`src/rtl/alu_op_sequencer.sv`:
```
`default_nettype none
// ============================================================================
//  Module   : alu_op_sequencer
//  Purpose  : Sequential front-end for a 4-bit combinational op unit. Accepts
//             one request at a time on a valid/ready interface, drives the
//             unit's operand/select from registers, waits SETTLE_CYC cycles,
//             captures the unit's result and returns it on a valid/ready
//             response interface. Sweep mode runs selects 0..3 on one operand
//             and returns four responses.
//  Ports    : clk, rst_n (sync, active-low)
//             req_valid/req_ready/req_a/req_sel/req_sweep  - request side
//             alu_a/alu_sel (out), alu_out (in)            - op unit side
//             rsp_valid/rsp_ready/rsp_data/rsp_sel/rsp_last - response side
//             op_count - completed response handshakes (wraps), busy
//  Revision : 1.0 - initial release
// ============================================================================
module alu_op_sequencer #(
    parameter int SETTLE_CYC = 1,
    parameter int CNT_W      = 8
) (
    input  logic             clk,
    input  logic             rst_n,
    input  logic             req_valid,
    output logic             req_ready,
    input  logic [3:0]       req_a,
    input  logic [1:0]       req_sel,
    input  logic             req_sweep,
    output logic [3:0]       alu_a,
    output logic [1:0]       alu_sel,
    input  logic [3:0]       alu_out,
    output logic             rsp_valid,
    input  logic             rsp_ready,
    output logic [3:0]       rsp_data,
    output logic [1:0]       rsp_sel,
    output logic             rsp_last,
    output logic [CNT_W-1:0] op_count,
    output logic             busy
);

    typedef enum logic [1:0] {
        IDLE   = 2'd0,
        SETTLE = 2'd1,
        RESP   = 2'd2
    } state_t;

    localparam logic [3:0] c_settle_cyc = 4'(SETTLE_CYC);

    state_t             state_q,     state_d;
    logic [3:0]         cnt_q,       cnt_d;
    logic               sweep_q,     sweep_d;
    logic [3:0]         alu_a_q,     alu_a_d;
    logic [1:0]         alu_sel_q,   alu_sel_d;
    logic               rsp_valid_q, rsp_valid_d;
    logic [3:0]         rsp_data_q,  rsp_data_d;
    logic [1:0]         rsp_sel_q,   rsp_sel_d;
    logic               rsp_last_q,  rsp_last_d;
    logic [CNT_W-1:0]   op_count_q,  op_count_d;

    always_ff @(posedge clk) begin
        if (!rst_n) begin
            state_q     <= IDLE;
            cnt_q       <= 4'd0;
            sweep_q     <= 1'b0;
            alu_a_q     <= 4'd0;
            alu_sel_q   <= 2'd0;
            rsp_valid_q <= 1'b0;
            rsp_data_q  <= 4'd0;
            rsp_sel_q   <= 2'd0;
            rsp_last_q  <= 1'b0;
            op_count_q  <= '0;
        end else begin
            state_q     <= state_d;
            cnt_q       <= cnt_d;
            sweep_q     <= sweep_d;
            alu_a_q     <= alu_a_d;
            alu_sel_q   <= alu_sel_d;
            rsp_valid_q <= rsp_valid_d;
            rsp_data_q  <= rsp_data_d;
            rsp_sel_q   <= rsp_sel_d;
            rsp_last_q  <= rsp_last_d;
            op_count_q  <= op_count_d;
        end
    end

    always_comb begin
        state_d     = state_q;
        cnt_d       = cnt_q;
        sweep_d     = sweep_q;
        alu_a_d     = alu_a_q;
        alu_sel_d   = alu_sel_q;
        rsp_valid_d = rsp_valid_q;
        rsp_data_d  = rsp_data_q;
        rsp_sel_d   = rsp_sel_q;
        rsp_last_d  = rsp_last_q;
        op_count_d  = op_count_q;

        case (state_q)
            IDLE: begin
                // req_ready is implied by being in IDLE
                if (req_valid) begin
                    alu_a_d   = req_a;
                    alu_sel_d = req_sweep ? 2'd0 : req_sel;
                    sweep_d   = req_sweep;
                    cnt_d     = c_settle_cyc;
                    state_d   = SETTLE;
                end
            end
            SETTLE: begin
                cnt_d = cnt_q - 4'd1;
                // "<= 1" rather than "== 1" so an out-of-range zero setting
                // still terminates instead of wrapping through 15 cycles.
                if (cnt_q <= 4'd1) begin
                    rsp_data_d  = alu_out;
                    rsp_sel_d   = alu_sel_q;
                    rsp_last_d  = !sweep_q || (alu_sel_q == 2'd3);
                    rsp_valid_d = 1'b1;
                    state_d     = RESP;
                end
            end
            RESP: begin
                if (rsp_valid_q && rsp_ready) begin
                    rsp_valid_d = 1'b0;
                    op_count_d  = op_count_q + CNT_W'(1);
                    if (sweep_q && (alu_sel_q != 2'd3)) begin
                        alu_sel_d = alu_sel_q + 2'd1;
                        cnt_d     = c_settle_cyc;
                        state_d   = SETTLE;
                    end else begin
                        state_d   = IDLE;
                    end
                end
            end
            default: begin
                state_d = IDLE;
            end
        endcase
    end

    assign req_ready = (state_q == IDLE);
    assign busy      = (state_q != IDLE);
    assign alu_a     = alu_a_q;
    assign alu_sel   = alu_sel_q;
    assign rsp_valid = rsp_valid_q;
    assign rsp_data  = rsp_data_q;
    assign rsp_sel   = rsp_sel_q;
    assign rsp_last  = rsp_last_q;
    assign op_count  = op_count_q;

endmodule
`default_nettype wire

```
`config.mk`:
```
export PLATFORM = sky130hd
export DESIGN_NAME = alu_op_sequencer
export DESIGN_NICKNAME = d
export VERILOG_FILES = /design/src/rtl/alu_op_sequencer.sv
export SDC_FILE = /design/constraint.sdc
export NUM_CORES = 1
export LEC_CHECK = 0
export CORE_MARGIN = 2
export CORE_UTILIZATION = 50
export DETAILED_ROUTE_END_ITERATION = 10
export PLACE_DENSITY = 0.92
export SLEW_MARGIN = 5
export SYNTH_ARGS = -nofsm -noshare
export SYNTH_HDL_FRONTEND = slang
export SYNTH_SLANG_ARGS = --single-unit
```
`constraint.sdc`:
```
create_clock -name clk -period 3.5 [get_ports clk]
set_input_delay 0.875 -clock clk [delete_from_list [all_inputs] [get_ports clk]]
set_output_delay 0.875 -clock clk [all_outputs]
set_load 0.01 [all_outputs]
```
==> reports/metrics.cfg <==
[layout]
drive_gt1_share_pct = 8.06
final_area_mm2 = 0.00180
finalNetCount = 204
final_core_utilization_pct = 71.4
layout_common_cells = clkdlybuf4s50_1 (38), dfxtp_1 (29), nor2_1 (28)
syn_to_final_growth_pct = 33.6
final_common_cell = clkdlybuf4s50_1
num_antenna_cells = 0
num-fill-cells = 206

[timing]
timing.final.crit_share_pct = 77.7
setup_tns_ns = 0
max_freq_ghz = 0.368
hold_viol_final = 0
setup_viol = 0
worst_pin_slew_ns = 0.637
finalMaxSlewViolations = 0
max_slew_margin_pct = 57.3
skew_ns = 0.0105
rsz0062_at_grt = no
fin_crit_ns = 2.72

[clock_network]
max-clock-path-buffers = 2
numCtsBuffers = 5
h-tree-depth = 2
cts_setup_buffers = 0
path_clk_slew_ns = 0.09
post_cts_resize_count = 0
cts_tree = built
cts_root_buf = clkbuf_4
cts_num_sinks = 29
clkLatencyLatePin_ns = 0.34
cts_hold_buf = 0

[floorplan]
die_area_mm2 = 0.00313
num_rows = 18
core_mm2 = 0.00252
die_w_um = 55.9
fp.dieH_um = 55.9
start_util_pct = 53.4
ios = 39

[worst_setup_path]
crit_fanout = 17
critPathRequiredTime_ns = 2.62
crit_path_end_kind = primary output
criticalPathCategory = register to primary output
r2r-start = state_q[0]$_SDFFE_PN0P_
critical_path_arrival_ns = 1.84
startpoint = state_q[0]$_SDFFE_PN0P_
startpoint_type = register

[yosys]
seq_area_frac_synth_pct = 43.1
synth_seq_cells = 29
synthesis.area_mm2 = 0.00135
synthCells = 146
synth_compound_area_share_pct = 11.0
synth_fp_nets = 165
yosysWarnings = 0
yosys.area_share.simple_pct = 23.6
yosysTopAreaCell = dfxtp_1
synthTopCellsByArea = dfxtp_1 (43%), mux2i_1 (8.2%), nor2_1 (7.8%), xor2_1 (4.5%), ha_1 (3.7%)
synthDominantCellAreaShare_pct = 43.1
yosys-mux-area-fraction_pct = 8.17
syn_area_per_cell_um2 = 9.23
synthXorXnorAreaFrac_pct = 5.85
synth_top_family_by_area = simple AND/OR/NAND/NOR gates
synth.distinct_cells = 41
synth_adder_area_share_pct = 3.71

[grt]
grt_overflow_total = 0
grt_pass1_wl_um = 4770
antenna_found_initial = 0
grt_pass1_vias = 1140
grtUsageTotal_pct = 19.8
grt_max_degree = 26

[detailed_routing]
via_per_inst = 5.48
wire_per_inst_um = 13.6
dr_total_vias = 1183
dr.pass1.iters = 4
wl_um = 2930
ant_nets = 0
drt_iter0_drc = 21
drc = 0

[hold_path]
hold_class = register to register
worstHoldStart = op_count[1]$_SDFFE_PN0P_

[place]
dpl_cell_area_mm2 = 0.00173
portBuffers = 38
place.gp.congestion = 0.769
hpwl_um = 2150

[power_and_ir_drop]
power_density_mw_per_mm2 = 708
leakagePower_uw = 0.000701
ir_worst_vdd_mv = 0.545

[run]
maxCapViolCount = 0

[status]
outcome = finished, final reports clean

-- where the power goes --
group	leakage, µW	internal [µW]	switching, µW
clock	0.0000413	116	117
combinational	0.000424	287	245
sequential	0.000236	404	105
total	0.000701	807	467
-- worst paths after layout --
check	cells past startpoint	end	slack, ns
min	2	op_count[1]$_SDFFE_PN0P_	0.50
max	3	busy	0.78
min reg2reg	2	op_count[1]$_SDFFE_PN0P_	0.50
max reg2reg	5	rsp_data[0]$_SDFFE_PN0P_	1.79
-- Yosys cell counts --
library cell   n
mux2i_1       11
and4_1         1
o21ai_0        1
nor4_1         1
clkbuf_1       3
o21ba_2        1
a211oi_2       1
and2_1         4
nand2b_2       1
nor2b_1        2
nand3_1        3
o32ai_4        1
nor2_2         1
nand4b_1       1
and2b_1        1
ha_1           4
nand2b_1       2
and3_1         2
a211oi_1       1
nor4_2         1
o311a_1        1
and3b_1        1
and4b_1        1
clkinv_1       1
xnor2_1        2
a2111oi_0      1
nor2_1        28
nor3_1         3
o211ai_1       1
a31oi_1        1
nand2_1        8
a22oi_1        2
buf_6          1
inv_1          4
dfxtp_1       29
o22ai_1        3
buf_4          2
a21oi_1        4
buf_2          1
nand4_1        2
xor2_1         7
-- layout make-up --
class | count | area, µm² | share of cell area, %
clock inverter | 1 | 5.00 | 0.278
inverter | 5 | 18.8 | 1.04
tap | 30 | 37.5 | 2.08
multi-input combinational | 105 | 706 | 39.2
sequential | 29 | 581 | 32.2
clock buffer | 7 | 65.1 | 3.61
timing repair buffer | 39 | 388 | 21.5
-- metal layers --
layer	routed length [µm]	global-route usage [%]	part of all wire [%]	up-vias
li1	-	-	-	579
met5	0	0	0	-
met1	1270	21.0	43	553
met4	48	8.50	1.6	0
met2	1400	33.8	48	45
met3	210	8.84	7.2	6
-- state kept, by name (all words and copies together) (netlist names) --
name	count
rsp_data	4
op_count	8
state_q	2
alu_sel	2
sweep_q	1
rsp_sel	2
rsp_valid	1
alu_a	4
cnt_q	4
rsp_last	1
-- worst max-delay path, cell delays in order (launching register included) --
cell and delay [ns]:
dfxtp_1 0.71, nor2_1 0.18, inv_1 0.09, clkdlybuf4s50_1 0.53
-- metrics by stage --
step | total power, µW | setup WS (ns) | cells | hold WS, ns
2_1_floorplan | 854 | 1.71 | 146 | 0.478
3_3_place_gp | 1020 | 1.07 | 208 | 0.477
3_5_place_dp | 1040 | 0.997 | 208 | 0.486
4_1_cts | 1280 | 0.774 | 216 | 0.503
5_1_grt | 1350 | 0.688 | 216 | 0.531
6_report | 1270 | 0.781 | 216 | 0.503
-- kinds of logic after synthesis --
family          Yosys count
simple gates             63
flops                    29
compound gates           18
buf+inv                  12
mux                      11
xor+xnor                  9
fa+ha+maj                 4
No activity file was read; power rests on OpenSTA's default activity.
